### src/rtl/instr_queue_if.sv
// Fetch-to-decode handshake bundle for instr_queue.
// master = fetch/decode side driving the queue, slave = the queue itself.
interface instr_queue_if;
   logic [1:0]  in_valid;
   logic [63:0] in_instr;
   logic [31:0] in_pc;
   logic        in_adel;
   logic        in_ready;
   logic        out_valid;
   logic        out_ready;
   logic [31:0] out_instr;
   logic [31:0] out_pc;
   logic [31:0] out_pcplus4;
   logic        out_in_delay_slot;
   logic        out_is_branch;
   logic        out_adel;

   modport master (
      output in_valid, in_instr, in_pc, in_adel, out_ready,
      input  in_ready, out_valid, out_instr, out_pc, out_pcplus4,
             out_in_delay_slot, out_is_branch, out_adel
   );

   modport slave (
      input  in_valid, in_instr, in_pc, in_adel, out_ready,
      output in_ready, out_valid, out_instr, out_pc, out_pcplus4,
             out_in_delay_slot, out_is_branch, out_adel
   );
endinterface

### src/rtl/instr_queue.sv
// Instruction buffer between fetch and decode: 2-wide push, 1-wide pop, predecode on push.
// Optional macro INSTR_QUEUE_DS_HOLD_EN holds a branch at the head until its delay slot is queued.
module instr_queue #(
   parameter  int DEPTH = 8,
   localparam int PTR_W = $clog2(DEPTH)
) (
   input  logic         clk,
   input  logic         reset,
   input  logic         flush,
   instr_queue_if.slave q
);

   typedef struct packed {
      logic [31:0] instr;
      logic [31:0] pc;
      logic [31:0] pcplus4;
      logic        ds;
      logic        br;
      logic        adel;
   } entry_t;

   localparam logic [PTR_W:0]   MAX_FILL = (PTR_W+1)'(DEPTH - 2);
   localparam logic [PTR_W:0]   CNT_TWO  = (PTR_W+1)'(2);
   localparam logic [PTR_W-1:0] PTR_ONE  = PTR_W'(1);

   entry_t           mem_q [DEPTH];
   entry_t           mem_d [DEPTH];
   logic [PTR_W-1:0] head_q, head_d, tail_q, tail_d;
   logic [PTR_W:0]   count_q, count_d;
   logic             last_br_q, last_br_d;

   entry_t           head_e, e0, e1;
   logic             br0, br1, push0, push1, pop, vld;
   logic [PTR_W:0]   n_push, n_pop;

   function automatic logic is_branch(input logic [5:0] op, input logic [5:0] funct);
      case (op)
         6'b000100, 6'b000101, 6'b000001, 6'b000111,
         6'b000110, 6'b000010, 6'b000011: is_branch = 1'b1;
         6'b000000: is_branch = (funct == 6'b001000) || (funct == 6'b001001);
         default:   is_branch = 1'b0;
      endcase
   endfunction

   always_comb begin
      head_e     = mem_q[head_q];
      q.in_ready = (count_q <= MAX_FILL);

      vld = (count_q != '0);
`ifdef INSTR_QUEUE_DS_HOLD_EN
      // A branch waits for its delay slot; a faulting fetch must still reach decode.
      if (head_e.br && (count_q < CNT_TWO) && !head_e.adel) vld = 1'b0;
`endif
      q.out_valid = vld;

      if (count_q == '0) begin
         q.out_instr         = '0;
         q.out_pc            = '0;
         q.out_pcplus4       = '0;
         q.out_in_delay_slot = 1'b0;
         q.out_is_branch     = 1'b0;
         q.out_adel          = 1'b0;
      end else begin
         q.out_instr         = head_e.instr;
         q.out_pc            = head_e.pc;
         q.out_pcplus4       = head_e.pcplus4;
         q.out_in_delay_slot = head_e.ds;
         q.out_is_branch     = head_e.br;
         q.out_adel          = head_e.adel;
      end

      br0 = is_branch(q.in_instr[31:26], q.in_instr[5:0]);
      br1 = is_branch(q.in_instr[63:58], q.in_instr[37:32]);
      e0  = '{instr: q.in_instr[31:0], pc: q.in_pc, pcplus4: q.in_pc + 32'd4,
              ds: last_br_q, br: br0, adel: q.in_adel};
      e1  = '{instr: q.in_instr[63:32], pc: q.in_pc + 32'd4, pcplus4: q.in_pc + 32'd8,
              ds: br0, br: br1, adel: 1'b0};

      // in_valid=10 is illegal and falls out here as no push
      push0 = q.in_ready && !flush && q.in_valid[0];
      push1 = push0 && q.in_valid[1];
      pop   = vld && q.out_ready && !flush;

      n_push = push1 ? CNT_TWO : (PTR_W+1)'(push0);
      n_pop  = (PTR_W+1)'(pop);

      mem_d = mem_q;
      if (push0) mem_d[tail_q] = e0;
      if (push1) mem_d[tail_q + PTR_ONE] = e1;

      head_d    = head_q + PTR_W'(pop);
      tail_d    = tail_q + PTR_W'(n_push);
      count_d   = count_q + n_push - n_pop;
      last_br_d = push1 ? br1 : (push0 ? br0 : last_br_q);

      if (flush) begin
         head_d    = '0;
         tail_d    = '0;
         count_d   = '0;
         last_br_d = 1'b0;
      end
   end

   always_ff @(posedge clk) begin
      if (reset) begin
         head_q    <= '0;
         tail_q    <= '0;
         count_q   <= '0;
         last_br_q <= 1'b0;
      end else begin
         head_q    <= head_d;
         tail_q    <= tail_d;
         count_q   <= count_d;
         last_br_q <= last_br_d;
      end
      mem_q <= mem_d;
   end

endmodule

### src/flat_wrapper.sv
// flat-port wrapper written by rule: the top's interface ports become plain ports
module instr_queue_flat 
#(
   parameter  int DEPTH = 8,
   localparam int PTR_W = $clog2(DEPTH)
)
  (clk, reset, flush, q_in_valid, q_in_instr, q_in_pc, q_in_adel, q_out_ready, q_in_ready, q_out_valid, q_out_instr, q_out_pc, q_out_pcplus4, q_out_in_delay_slot, q_out_is_branch, q_out_adel);
  instr_queue_if q_i ();
  input  logic clk;
  input  logic reset;
  input  logic flush;
  input wire logic [$bits(q_i.in_valid)-1:0] q_in_valid;
  input wire logic [$bits(q_i.in_instr)-1:0] q_in_instr;
  input wire logic [$bits(q_i.in_pc)-1:0] q_in_pc;
  input wire logic [$bits(q_i.in_adel)-1:0] q_in_adel;
  input wire logic [$bits(q_i.out_ready)-1:0] q_out_ready;
  output wire logic [$bits(q_i.in_ready)-1:0] q_in_ready;
  output wire logic [$bits(q_i.out_valid)-1:0] q_out_valid;
  output wire logic [$bits(q_i.out_instr)-1:0] q_out_instr;
  output wire logic [$bits(q_i.out_pc)-1:0] q_out_pc;
  output wire logic [$bits(q_i.out_pcplus4)-1:0] q_out_pcplus4;
  output wire logic [$bits(q_i.out_in_delay_slot)-1:0] q_out_in_delay_slot;
  output wire logic [$bits(q_i.out_is_branch)-1:0] q_out_is_branch;
  output wire logic [$bits(q_i.out_adel)-1:0] q_out_adel;
  assign q_i.in_valid = q_in_valid;
  assign q_i.in_instr = q_in_instr;
  assign q_i.in_pc = q_in_pc;
  assign q_i.in_adel = q_in_adel;
  assign q_i.out_ready = q_out_ready;
  assign q_in_ready = q_i.in_ready;
  assign q_out_valid = q_i.out_valid;
  assign q_out_instr = q_i.out_instr;
  assign q_out_pc = q_i.out_pc;
  assign q_out_pcplus4 = q_i.out_pcplus4;
  assign q_out_in_delay_slot = q_i.out_in_delay_slot;
  assign q_out_is_branch = q_i.out_is_branch;
  assign q_out_adel = q_i.out_adel;
  instr_queue #(.DEPTH(DEPTH)) u_core (.clk(clk), .reset(reset), .flush(flush), .q(q_i));
endmodule
### config.mk
export PLATFORM = sky130hd
export DESIGN_NAME = instr_queue_flat
export DESIGN_NICKNAME = d
export VERILOG_FILES = /design/src/rtl/instr_queue_if.sv /design/src/rtl/instr_queue.sv /design/src/flat_wrapper.sv
export SDC_FILE = /design/constraint.sdc
export NUM_CORES = 2
export LEC_CHECK = 0
export ABC_AREA = 1
export CORE_ASPECT_RATIO = 1.25
export CORE_MARGIN = 3
export CORE_UTILIZATION = 30
export CTS_CLUSTER_SIZE = 16
export DETAILED_ROUTE_END_ITERATION = 8
export GPL_TIMING_DRIVEN = 0
export HOLD_SLACK_MARGIN = 0.15
export SETUP_SLACK_MARGIN = 0.2
export SYNTH_ARGS = -nofsm -noshare
export SYNTH_HDL_FRONTEND = slang
export SYNTH_SLANG_ARGS = --single-unit
### constraint.sdc
create_clock -name clk -period 6.9 [get_ports clk]
set_clock_uncertainty 0.2 [all_clocks]
set_input_delay 1.38 -clock clk [delete_from_list [all_inputs] [get_ports clk]]
set_output_delay 1.38 -clock clk [all_outputs]
set_load 0.05 [all_outputs]
# == Word-level counts from Yosys, hierarchy flattened ==
# Cells that the tools add are included.
# op_classes
add_sub_neg,7
order_cmp,6
n_eq_ne,18
n_mux,22
n_bitwise,3
n_reduce_logical,18
# ops
cell,n
$bwmux 792,2
$mux 792,2
$demux 99 s3,2
$mux 99,4
$bmux 99 s3,1
$mux 32,3
$eq 6x3->1 const B,8
$add 32x3->32 const B,1
$add 32x4->32 const B,1
$eq 6x2->1 const B,4
$eq 6x4->1 const B,4
$reduce_or 7->1,2
$eq 6x1->1 const B,2
$ge 4x4->1 const B,3
$logic_not 6->1,2
$not 3->4,3
$lt 4x1->1 const B,2
$logic_and 1x1->1,7
$mux 1,5
$add 4x4->4,1
$le 4x3->1 const B,1
$logic_not 4->1,1
$pmux 1 s2,2
$reduce_bool 4->1,1
9 further kinds,10
# totals
regBits,803
inputBits,103
word_cells,126

# == Depth between registers and ports, before layout ==
# depth
depth_word,9
ltp_mapped,15
depth_no_buf,13

# == Worst setup path before layout ==
# No wires, ideal clock.
# synth_timing
path_kind,reg-to-output
start,register u_core.count_q[2]
end,output q_out_pcplus4[23]
arrival_ps,2373
t_required_ps,5320
path_slack_ps,2947
path_stages_with_launch,8
n_path_buf,2
cell_sequence,dfxtp_1 > inv_1 > ha_1 > nand3_1 > clkbuf_1 > clkbuf_1 > o21ai_0 > nor2_1
# synth_between
elab_chain_cells,2
# synth_rtl
item,line,rtl
"start, declared",instr_queue.sv:29,"logic [PTR_W:0] count_q, count_d;"
"start signal, assigned",instr_queue.sv:113,count_q <= count_d;
$logic_not 4->1,instr_queue.sv:56,if (count_q == '0) begin
$mux 32,instr_queue.sv:56,
"end, declared",flat_wrapper.sv:21,output wire logic [$bits(q_i.out_pcplus4)-1:0] q_out_pcplus4;
# Every way passes these cells.

# == Worst setup path after layout ==
# layout_timing
start,register u_core.head_q[0]
end,output q_out_in_delay_slot
# layout_between
elab_chain_cells,5
# layout_rtl
item,line,rtl
"start, declared",instr_queue.sv:28,"logic [PTR_W-1:0] head_q, head_d, tail_q, tail_d;"
"start signal, assigned",instr_queue.sv:106,head_q <= '0;
"start signal, assigned",instr_queue.sv:111,head_q <= head_d;
$not 3->4 (implied by the code),instr_queue.sv:46,head_e = mem_q[head_q];
$bmux 99 s3,instr_queue.sv:46,
$mux 99 (implied by the code) (2 in a row),instr_queue.sv:46,
$mux 1,instr_queue.sv:56,
"end, declared",flat_wrapper.sv:22,output wire logic [$bits(q_i.out_in_delay_slot)-1:0] q_out_in_delay_slot;
# Every way passes these cells. The select of a mux whose other input is x is not followed.

==> out/qor.yml <==
worst_setup_slack_post_dpl_ns: 0.521
critical_path_peak_fanout: 10
number_of_antenna_violations_at_the_first_check_in_global_routing: 35
crit_path_cell_trace: "buf_2 -> buf_2 -> clkbuf_1 -> o21ai_0 -> o21ai_0 -> o21ai_0 -> nor2_1 -> clkdlybuf4s50_1"
hold_wc_path_type: "flop to flop"
clk_latency_ns: 0.72
path_common_cell: "sky130_fd_sc_hd__o21ai_0"
path_class: "flop to output port"
grt_setup_unrepaired: "yes"
mappedNetlistNets: 6370
wirelength_um: 299000
synth.cell_area_um2: 41200
clock-root-buffer: "sky130_fd_sc_hd__clkbuf_16"
report.final.hold_viol_count: 0
synth_top_area_share: 0.390
main_area_contributors_after_synthesis: "sky130_fd_sc_hd__dfxtp_1 39%, sky130_fd_sc_hd__nand2_1 14%, sky130_fd_sc_hd__o21ai_0 13%, sky130_fd_sc_hd__nor2_1 7.0%, sky130_fd_sc_hd__o211ai_1 5.2%"
netlist-cell-type-count: 44
global_route_wire_length_before_repair_um: 394000
synthesis.area_per_instance_um2: 6.59
final-seq-area_um2: 16100
tritoncts_clock_tree: "yes"
post_route_cells_drive_above_1_share: 0.0774
asr_flop_ratio_synth: 0
ports_placed_on_the_boundary: 204
outcome: "finished with violations"
wl_per_cell_um: 35.5
gr-total-overflow: 0
synth_seq_area_share: 0.390
path_clk_slew_ns: 0.06
final_core_util: 0.358
clock_sinks: 803
place_inst: 8198
row_count: 151
netlist.top_cell.by_area: "sky130_fd_sc_hd__dfxtp_1"
drv.max_cap_violation_count: 15
drt_first_pass_iters: 9
cts-root-to-sink-buffers: 3
detailed_route_via_count: 50300
critical_path.max_stage_delay_ns: 1.15
failed_checks: "capacitance limit, slew limit, setup timing"
synth-edff-count: 0
final.setup.worst_slack_ns: -0.0979
width_of_the_chip_um: 338
drc_errors: 0
starting_density: 0.303
floorplan.core_area_um2: 136000
grt.total_usage: 0.408
vias_in_the_first_global_route: 45900
timing.critical_path.required_ns: 5.32
postSynthRegisterBits: 803
number_of_antenna_violating_nets_in_the_routed_design: 0
max_slew.worst_pin.slew_ns: 1.72
dominantRegCellSynth: "sky130_fd_sc_hd__dfxtp_1"
maxSlewHeadroom: -0.149
yosysMostFrequentCell: "sky130_fd_sc_hd__nand2_1"
layout.nets: 6652
drtIter0Drc: 7385
cts-buffers-inserted: 92
layout_min_cycle_time_ns: 7.00
crit_path_top_delay_cell: "sky130_fd_sc_hd__clkbuf_1"
final-max-slew-violation-count: 163
clock_tree.htree_level_count: 3
worst_hold_margin_ns: 0.252
synthesis.yosys.warnings: 0
placement.io_buffers: 187
final_wtd_congestion: 1.08
final.period_utilization: 1.01
synth_commonest_cells: "1,565 x sky130_fd_sc_hd__nand2_1, 1,038 x sky130_fd_sc_hd__o21ai_0, 803 x sky130_fd_sc_hd__dfxtp_1, 774 x sky130_fd_sc_hd__nor2_1, 349 x sky130_fd_sc_hd__a21oi_1"
worst_ep_arrival_time_ns: 5.42
peak_freq_mhz: 143
fp.dieArea_um2: 142000
maximum_number_of_pins_on_one_net_before_global_route_repair: 14
postCtsSetupRepairBufs: 0
total_power_uw: 14200
die-height_um: 420
startpoint_type: "flop"
final_cell_count_no_fill: 8409
area.growth.synth_to_final_pct: 18.2
power.static_leakage_uw: 0.0199
multiInputGateArea_um2: 21500
final-setup-viol-count: 6
power.density_nw_per_um2: 292
maximum_vdd_drop_mv: 0.226
postSynthCellCount: 6252
cp-end-kind: "output port"
route.detailed.vias_per_inst: 5.98
r2r_setup_slack_ns: 2.62
fill_cells: 15000
detailed_place_hpwl_um: 215000
==> final timing paths <==
kind	depth (start not counted)	endpoint	start
max	8	q_out_in_delay_slot	u_core.head_q[0]
min	2	u_core.mem_q[697]	u_core.mem_q[697]
max reg2reg	14	u_core.count_q[2]	u_core.count_q[2]
min reg2reg	2	u_core.mem_q[697]	u_core.mem_q[697]
==> through the flow <==
| stage | setup TNS [ns] | area [um2] |
|---|---|---|
| after floorplan | 0 | 41200 |
| after CTS | 0 | 48600 |
| after detailed placement | 0 | 45300 |
| after global routing | 0 | 48600 |
| final | -0.310 | 48700 |
| after global placement | 0 | 45300 |
==> power breakdown <==
part / internal, uW / switching (uW)
Combinational: 951 / 2130
Clock: 3130 / 2340
Sequential: 5340 / 339
Total: 9420 / 4810
==> critical path, delay by kind of cell, from the launching register on <==
kind	cells	cell delay [ns]
compound gates	3	0.72
flops	1	0.52
simple gates	1	0.47
buf+inv	4	2.96
==> routing by layer <==
metal	up-vias	GRT usage	part of all wire
met1	23900	0.463	0.36
li1	21300	-	-
met5	-	0	0.00014
met2	3904	0.615	0.42
met3	1164	0.125	0.11
met4	6	0.367	0.11
==> area by class of cell <==
class | count | share of cell area
Antenna cell | 38 | 0.00195
Buffer | 496 | 0.0473
Clock buffer | 128 | 0.0550
Clock inverter | 44 | 0.0115
Inverter | 364 | 0.0281
Multi-Input combinational cell | 4589 | 0.442
Sequential cell | 803 | 0.330
Tap cell | 1759 | 0.0452
Timing Repair Buffer | 188 | 0.0387
==> logic make-up after synthesis <==
family	count (synthesis)	share of synthesized area
simple gates	2688	0.263
xor+xnor	26	0.00698
mux	1	0.000243
fa+ha+maj	15	0.00492
flops	803	0.390
buf+inv	860	0.0879
compound gates	1859	0.247
==> flip-flops by register name, indices dropped and copies added, names as in the netlist <==
signal and count:
u_core.last_br_q 1, u_core.tail_q 3, u_core.count_q 4, u_core.mem_q 792, u_core.head_q 3
==> repair_timing <==
item                                    in CTS  in global routing
pin swaps                                    0                  0
endpoints found under the setup margin      36                  9
resized for setup                           10                 18
hold buffers                                 0                  0
==> layout by cell type, fill, tap and decap left out, types with 17 or more instances in the layout <==
cell / Yosys / final
sky130_fd_sc_hd__nand2_1: 1565 / 1565
sky130_fd_sc_hd__o21ai_0: 1038 / 1038
sky130_fd_sc_hd__dfxtp_1: 803 / 803
sky130_fd_sc_hd__nor2_1: 774 / 774
sky130_fd_sc_hd__a21oi_1: 349 / 348
sky130_fd_sc_hd__inv_1: 331 / 331
sky130_fd_sc_hd__o211ai_1: 285 / 285
sky130_fd_sc_hd__clkbuf_1: 255 / 244
sky130_fd_sc_hd__nand3_1: 241 / 241
sky130_fd_sc_hd__clkdlybuf4s50_1: 0 / 187
sky130_fd_sc_hd__buf_2: 169 / 169
sky130_fd_sc_hd__o21ai_1: 93 / 93
sky130_fd_sc_hd__clkbuf_16: 0 / 92
sky130_fd_sc_hd__a31oi_1: 60 / 58
sky130_fd_sc_hd__buf_1: 39 / 39
sky130_fd_sc_hd__diode_2: 0 / 38
sky130_fd_sc_hd__inv_2: 24 / 24
sky130_fd_sc_hd__clkbuf_8: 0 / 24
sky130_fd_sc_hd__nand2_2: 23 / 23
sky130_fd_sc_hd__o22ai_1: 21 / 21
sky130_fd_sc_hd__clkinv_2: 0 / 21
sky130_fd_sc_hd__clkbuf_2: 0 / 20
sky130_fd_sc_hd__xor2_1: 20 / 20
sky130_fd_sc_hd__nor2_2: 19 / 18
sky130_fd_sc_hd__buf_4: 17 / 17
Power figures use the tool's default switching activity.
